--- src/rtl/clk_phase_gen_if.sv ---
// Control and output bundle for the N-phase round-robin clock distributor.
// The master drives the run controls; the slave (the generator) drives the phase clocks and status.
interface clk_phase_gen_if #(
  parameter int NUM_PHASES = 4,
  parameter int LEN_W      = 4
);
  localparam int SLOT_W = $clog2(NUM_PHASES);

  logic                  en;
  logic [LEN_W-1:0]      slot_len;
  logic [NUM_PHASES-1:0] phase_mask;
  logic [NUM_PHASES-1:0] clk_out;
  logic [SLOT_W-1:0]     slot_idx;
  logic                  frame_sync;

  modport master (
    output en, slot_len, phase_mask,
    input  clk_out, slot_idx, frame_sync
  );

  modport slave (
    input  en, slot_len, phase_mask,
    output clk_out, slot_idx, frame_sync
  );
endinterface

--- src/rtl/clk_phase_gen.sv ---
// N-phase round-robin clock distributor: each clk_in high phase is steered to one output,
// with every phase owning slot_len consecutive cycles. All state moves on the falling edge.
module clk_phase_gen #(
  parameter int NUM_PHASES = 4,
  parameter int LEN_W      = 4
) (
  input logic           clk_in,
  input logic           reset,
  clk_phase_gen_if.slave bus
);
  localparam int SLOT_W = $clog2(NUM_PHASES);

  typedef enum logic {IDLE, RUN} state_t;

  state_t                state, state_next;
  logic [SLOT_W-1:0]     slot, slot_next;
  logic [LEN_W-1:0]      cnt, cnt_next;
  logic [LEN_W-1:0]      eff_len;
  logic [NUM_PHASES-1:0] sel, sel_next;
  logic                  frame_sync_q, frame_sync_next;

  // Falling-edge update keeps sel stable for the whole high phase, so the gated outputs cannot glitch.
  always_ff @(negedge clk_in or posedge reset) begin
    if (reset) begin
      state        <= IDLE;
      slot         <= '0;
      cnt          <= '0;
      sel          <= '0;
      frame_sync_q <= 1'b0;
    end else begin
      state        <= state_next;
      slot         <= slot_next;
      cnt          <= cnt_next;
      sel          <= sel_next;
      frame_sync_q <= frame_sync_next;
    end
  end

  always_comb begin
    eff_len         = (bus.slot_len == '0) ? LEN_W'(1) : bus.slot_len;
    state_next      = state;
    slot_next       = slot;
    cnt_next        = cnt;
    sel_next        = '0;
    frame_sync_next = 1'b0;
    if (bus.en) begin
      if (state == IDLE) begin
        state_next      = RUN;
        slot_next       = '0;
        cnt_next        = '0;
        frame_sync_next = 1'b1;
      end else begin
        // >= rather than == so a shrinking slot_len closes an over-long slot right away.
        if (cnt >= eff_len - LEN_W'(1)) begin
          cnt_next  = '0;
          slot_next = (slot == SLOT_W'(NUM_PHASES - 1)) ? '0 : slot + SLOT_W'(1);
        end else begin
          cnt_next = cnt + LEN_W'(1);
        end
        frame_sync_next = (slot_next == '0) && (cnt_next == '0);
      end
      sel_next = (NUM_PHASES'(1) << slot_next) & bus.phase_mask;
    end
  end

  assign bus.clk_out    = {NUM_PHASES{clk_in}} & sel;
  assign bus.slot_idx   = slot;
  assign bus.frame_sync = frame_sync_q;
endmodule

--- src/flat_wrapper.sv ---
// flat-port wrapper written by rule: the top's interface ports become plain ports
module clk_phase_gen_flat 
#(
  parameter int NUM_PHASES = 4,
  parameter int LEN_W      = 4
)
  (clk_in, reset, bus_en, bus_slot_len, bus_phase_mask, bus_clk_out, bus_slot_idx, bus_frame_sync);
  clk_phase_gen_if #(.NUM_PHASES(NUM_PHASES), .LEN_W(LEN_W)) bus_i ();
  input logic clk_in;
  input logic reset;
  input wire logic [$bits(bus_i.en)-1:0] bus_en;
  input wire logic [$bits(bus_i.slot_len)-1:0] bus_slot_len;
  input wire logic [$bits(bus_i.phase_mask)-1:0] bus_phase_mask;
  output wire logic [$bits(bus_i.clk_out)-1:0] bus_clk_out;
  output wire logic [$bits(bus_i.slot_idx)-1:0] bus_slot_idx;
  output wire logic [$bits(bus_i.frame_sync)-1:0] bus_frame_sync;
  assign bus_i.en = bus_en;
  assign bus_i.slot_len = bus_slot_len;
  assign bus_i.phase_mask = bus_phase_mask;
  assign bus_clk_out = bus_i.clk_out;
  assign bus_slot_idx = bus_i.slot_idx;
  assign bus_frame_sync = bus_i.frame_sync;
  clk_phase_gen #(.NUM_PHASES(NUM_PHASES), .LEN_W(LEN_W)) u_core (.clk_in(clk_in), .reset(reset), .bus(bus_i));
endmodule
--- config.mk ---
export PLATFORM = sky130hd
export DESIGN_NAME = clk_phase_gen_flat
export DESIGN_NICKNAME = d
export VERILOG_FILES = /design/src/rtl/clk_phase_gen_if.sv /design/src/rtl/clk_phase_gen.sv /design/src/flat_wrapper.sv
export SDC_FILE = /design/constraint.sdc
export NUM_CORES = 1
export LEC_CHECK = 0
export CAP_MARGIN = 10
export CORE_MARGIN = 3
export CORE_UTILIZATION = 46
export CTS_BUF_LIST = sky130_fd_sc_hd__clkbuf_8
export CTS_CLUSTER_DIAMETER = 120
export CTS_CLUSTER_SIZE = 25
export DETAILED_ROUTE_END_ITERATION = 16
export GPL_TIMING_DRIVEN = 1
export PLACE_DENSITY_LB_ADDON = 0.25
export SLEW_MARGIN = 20
export SYNTH_ARGS = -nofsm -noshare
export SYNTH_HDL_FRONTEND = slang
export SYNTH_SLANG_ARGS = --single-unit
--- constraint.sdc ---
create_clock -name clk_in -period 2.09 [get_ports clk_in]
set_clock_uncertainty 0.1 [all_clocks]
set_input_delay 0.627 -clock clk_in [delete_from_list [all_inputs] [get_ports clk_in]]
set_output_delay 0.627 -clock clk_in [all_outputs]
set_load 0.005 [all_outputs]
==> results of run 1 <==
power by group:
group / internal (uW) / switching [uW]
sequential: 317 / 84.4
clock: 365 / 162
combinational: 595 / 546
total: 1280 / 792
repair_timing:
action / 4_1_cts / 5_1_grt
setup endpoints to repair: 23 / 22
resized for setup: 58 / 17
pin swaps: 12 / 8
cloned: 0 / 0
buffers inserted: 1 / 5
how the worst max path moves through the flow:
stage / from / end / slack, ns / cells past startpoint
after CTS: bus_slot_len[1] / u_core.sel[3] / -1.23 / 10
after global placement: bus_slot_len[3] / u_core.sel[2] / -1.92 / 10
after detailed placement: bus_slot_len[3] / u_core.sel[2] / -1.98 / 10
after global routing: bus_slot_len[2] / u_core.sel[2] / -1.30 / 9
final: bus_slot_len[2] / u_core.sel[2] / -1.25 / 9
after floorplan: bus_slot_len[3] / u_core.sel[2] / -1.48 / 9
synth_stat cells, types with 3 or more instances:
master	number
nor3_1	4
o31ai_1	3
dfrtn_1	12
nand3_1	4
inv_1	5
o21ai_0	3
and2_1	5
ha_1	7
nand2_1	4
metrics by stage:
stage	instance area (um2)	total power, uW	util	hold slack [ns]	TNS, ns
final	1368	2068	0.8872	0.4674	-17.61
after global routing	1368	2154	0.8872	0.4833	-18.05
after CTS	1226	1733	0.7955	0.4555	-16.67
after detailed placement	1107	1205	0.7183	0.4482	-25.80
after global placement	1107	1172	0.7183	0.4412	-24.92
after floorplan	820.8	864.6	-	0.3848	-14.89
state kept, by name, indices dropped and copies added, names as in the netlist:
| name | flops |
|---|---|
| u_core.bus.frame_sync | 1 |
| u_core.bus.slot_idx | 2 |
| u_core.cnt | 4 |
| u_core.state | 1 |
| u_core.sel | 4 |
layout make-up:
cell class	count	share of cell area
inverter	5	0.01372
sequential	12	0.2196
tap	16	0.01464
multi-input combinational	58	0.4410
timing repair buffer	34	0.2141
clock buffer	12	0.09698
layer usage:
metal	vias to the layer above	part of all wire	global-route usage	wire, um
met4	0	0.052	0.1215	153
met2	55	0.47	0.3523	1397
met5	-	0	0	0
met1	410	0.39	0.2834	1165
li1	382	-	-	-
met3	17	0.080	0.1533	236
cells by family (layout without fill, tap and decap cells):
kind of cell               count (synthesis)  after routing  synth area share
buffers and inverters                      7             51           0.03382
muxes                                      2              2           0.03220
AOI/OAI and AO/OA                         19             19            0.1852
DFF                                       12             12            0.3865
and+or+nand+nor                           28             28            0.2271
xor gates and xnor gates                   2              2           0.02255
adders and majority gates                  7              7            0.1127
worst register-to-register path, delay by kind of cell (launching register included):
family | cells | cell delay (ns)
buf+inv | 4 | 0.58
compound gates | 2 | 0.45
simple gates | 2 | 0.10
flops | 1 | 0.45
fa+ha+maj | 1 | 0.30
==> flow_summary.yaml, run 1 <==
run_status:
  status: "finished, violations left"
  violations: "negative setup slack"
drt:
  drtAntennaViolNets: 0
  drc_errors: 0
  firstDrtPassIters: 5
  routed_wl_um: 2951
  vias_per_cell: 6.307
  vias: 864
  first_iter_violations: 28
  wl_per_cell_um: 21.54
logic_synthesis:
  syn-num-nets: 95
  yosysSeqAreaShare: 0.3865
  syn_area_um2: 777.0
  synthArstFlopShare: 1.000
  ys_ff_latch: 12
  syn_inst: 77
  synthTopCellsByArea: "dfrtn_1 39%, ha_1 11%, and2_1 4.0%"
  synth-edff-count: 0
  synth_top_area_share: 0.3865
  ys_warn_count: 0
  ys_types: 33
  avgSynthCellArea_um2: 10.09
  yosys.area.top_type: "dfrtn_1"
  synth_ff_type: "dfrtn_1"
worst_setup_path:
  end_kind: "flop"
  crit_type: "in2reg"
  path_buf_inv: 3
  reg2reg_from: "u_core.cnt[0]"
  cpPeakStageDelay_ns: 0.32
  critPathTopFamily: "compound AO/OA/AOI/OAI gates"
  ff2ff_setup_slack_ns: -0.03
  crit_slowest_cell: "ha_1"
  cp_cell_sequence: "buf_6, buf_4, o31ai_2, ha_1, buf_4, o211ai_4, o21a_1, mux2i_2, and4b_1"
  worstPathMaxFanout: 3
  crit_path_frequent_cell: "buf_4"
  ff2ff_path_depth: 9
  critPathRequiredTime_ns: 1.18
  rr_endpoint: "u_core.cnt[2]"
  cp-start-kind: "input pin"
  crit_arrival_ns: 2.42
layout:
  layout_common_cells: "17 x buf_4, 12 x dfrtn_1, 9 x buf_2"
  multi_input_area_um2: 603.1
  fillCellCount: 65
  fin_cells: 137
  drive_above_1_share: 0.5041
  regArea_um2: 300.3
  final_common_cell: "buf_4"
  area.growth.synth_to_final_pct: 76.01
  antenna_cells: 0
  fin_nets: 140
floorplan:
  coreArea_um2: 1541
  die_h_um: 47.10
  io_pins: 18
  dieArea_um2: 2218
  die_w_um: 47.10
  initial_utilization: 0.5041
  std_cell_rows: 14
pwr:
  power.density_nw_per_um2: 1512
  peakVddDrop_mv: 1.162
  leakagePower_uw: 0.0006349
sta:
  slew_headroom: 0.7835
  rsz0062_at_grt: "yes"
  max_slew.worst_pin.slew_ns: 0.3233
  setup_viol: 22
  setup_ws_ns: -1.245
  hold_violations: 0
  slew_violations: 0
placed_design:
  place_ws_ns: -1.976
  io_buffer_count: 17
  place_inst: 123
  hpwl_um: 1455
  gp_congestion: 0.8354
global_routing:
  gr-total-overflow: 0
  grt_pass1_wl_um: 3560
  grt_pass1_vias: 769
  grt_max_degree: 13
  grt_antenna_before_repair: 0
  grt_use_total: 0.2449
hold_path:
  hold_path_end: "u_core.sel[0]"
  hp-start: "u_core.state"
  min_path_type: "reg2reg"
  hold-path-cell-count: 1
clocking:
  clock_latency_ns: 0.38
  cts_tree: "built"
  clk_pin_slew_ns: 0.04
  hold_buffers: 0
run:
  cap_violations: 0
(Power assumes the default switching activity.)
==> inputs of run 2 (changes only) <==
- clock period: 2.09 -> 2.7 ns (I/O delays scaled with it)
==> flow_summary.yaml, run 2 (synthesis results as in run 1) <==
global_routing:
  grt_pass1_vias: 814
  grt_max_degree: 13
  grt_use_total: 0.2508
  gr-total-overflow: 0
  grt_pass1_wl_um: 3608
  busiest_layer: "met2"
  use_met1: 0.2824
  grt_use_met2: 0.3659
  grt_antenna_before_repair: 0
  grt_use_met3: 0.1188
sta:
  setup_ws_ns: -1.058
  slew_headroom: 0.8087
  slew_violations: 0
  hold_violations: 0
  max_slew.worst_pin.slew_ns: 0.2845
  holdWs_ns: 0.4789
  setup_viol: 22
  rsz0062_at_grt: "yes"
run:
  cap_violations: 0
floorplan:
  std_cell_rows: 14
  die_w_um: 47.10
  dieArea_um2: 2218
  die_h_um: 47.10
  io_pins: 18
  initial_utilization: 0.5041
  coreArea_um2: 1541
hold_path:
  min_path_type: "reg2reg"
worst_setup_path:
  crit_arrival_ns: 2.54
  end_kind: "flop"
  worstPathMaxFanout: 3
  cp-start-kind: "input pin"
  crit_type: "in2reg"
  critPathRequiredTime_ns: 1.48
clocking:
  cts_tree: "built"
  clk_pin_slew_ns: 0.04
  hold_buffers: 0
  clock_latency_ns: 0.38
layout:
  regArea_um2: 300.3
  final_util: 0.8425
  final_common_cell: "buf_4"
  antenna_cells: 0
  fillCellCount: 80
  layout_common_cells: "15 x buf_4, 12 x dfrtn_1, 8 x clkbuf_8"
  multi_input_area_um2: 563.0
  area.growth.synth_to_final_pct: 67.15
  stdcell_area_um2: 1299
  fin_nets: 136
  drive_above_1_share: 0.4786
drt:
  drc_errors: 0
  wl_per_cell_um: 18.22
  first_iter_violations: 29
  vias_per_cell: 6.030
  vias: 802
  routed_wl_um: 2423
  drtAntennaViolNets: 0
  firstDrtPassIters: 4
placed_design:
  io_buffer_count: 17
  post_dp_cell_area_um2: 1107
  hpwl_um: 1466
  gp_congestion: 0.8350
pwr:
  p_comb_frac: 0.515
  internal-power_uw: 896.5
  peakVddDrop_mv: 0.8018
  power.density_nw_per_um2: 1095
  finalPower_uw: 1422
  leakagePower_uw: 0.0006114
  p_clk_frac: 0.269
  switching_share: 0.3696
  p_sw_uw: 525.7
  pwr-share-seq: 0.215
run_status:
  violations: "negative setup slack"
  status: "finished, violations left"
## run 2: cell count changes in the layout (fill, tap and decap cells not counted), sizes merged
| cell | previous run | this run |
|---|---|---|
| dlygate4sd2 | 0 | 1 |
| clkbuf | 6 | 8 |
| buf | 34 | 27 |
## run 2: final cells by class
cell class	count	area share
Sequential cell	12	0.2312
Tap cell	16	0.01541
Multi-Input combinational cell	58	0.4335
Inverter	5	0.01445
Clock buffer	12	0.1050
Timing Repair Buffer	30	0.2004
## run 2: critical path, cell delays in order
cell	delay (ns)
buf_8	0.10
nor3_4	0.18
nor2_2	0.08
ha_4	0.16
xnor2_2	0.14
ha_4	0.28
o211ai_4	0.08
o21ai_2	0.17
mux2_4	0.33
and4_1	0.19
## run 2: power by group through the flow
| stage | clock, uW | sequential [uW] | combinational [uW] |
|---|---|---|---|
| finish | 383 | 306 | 733 |
| global route | 412 | 314 | 792 |
| CTS | 385 | 300 | 667 |
| detailed placement | 28.9 | 302 | 601 |
| global placement | 28.9 | 298 | 580 |
| floorplan | 9.57 | 305 | 354 |
## run 2: layer usage
metal | wire (um) | share of wire
met1 | 1012 | 0.42
met2 | 1196 | 0.49
met3 | 126 | 0.052
met4 | 88 | 0.036
met5 | 0 | 0
## run 2: what timing repair did
| item | CTS | global route |
|---|---|---|
| pin swaps | 12 | 3 |
| gates cloned | 0 | 0 |
| setup buffers | 3 | 1 |
| setup endpoints to repair | 23 | 22 |
| gates resized for setup | 58 | 6 |
## run 2: path summary, 6_finish.rpt
| path | from | endpoint | slack (ns) | depth (start not counted) |
|---|---|---|---|---|
| worst max-delay path | bus_slot_len[1] | u_core.sel[3] | -1.06 | 10 |
| max in group asynchronous | reset | u_core.bus.slot_idx[0] | 0.47 | 3 |
| min in group asynchronous | reset | u_core.cnt[3] | 1.88 | 3 |
| worst max register to register | u_core.cnt[0] | u_core.sel[2] | 0.66 | 6 |
| worst min register to register | u_core.state | u_core.sel[0] | 0.48 | 1 |
| worst min-delay path | u_core.state | u_core.sel[0] | 0.48 | 1 |
## run 2: through the flow
stage	instances	setup slack, ns	TNS, ns
floorplan	77	-1.356	-12.64
finish	133	-1.058	-13.91
CTS	132	-1.089	-13.82
global placement	123	-1.793	-22.19
global route	133	-1.109	-14.77
detailed placement	123	-1.824	-22.63
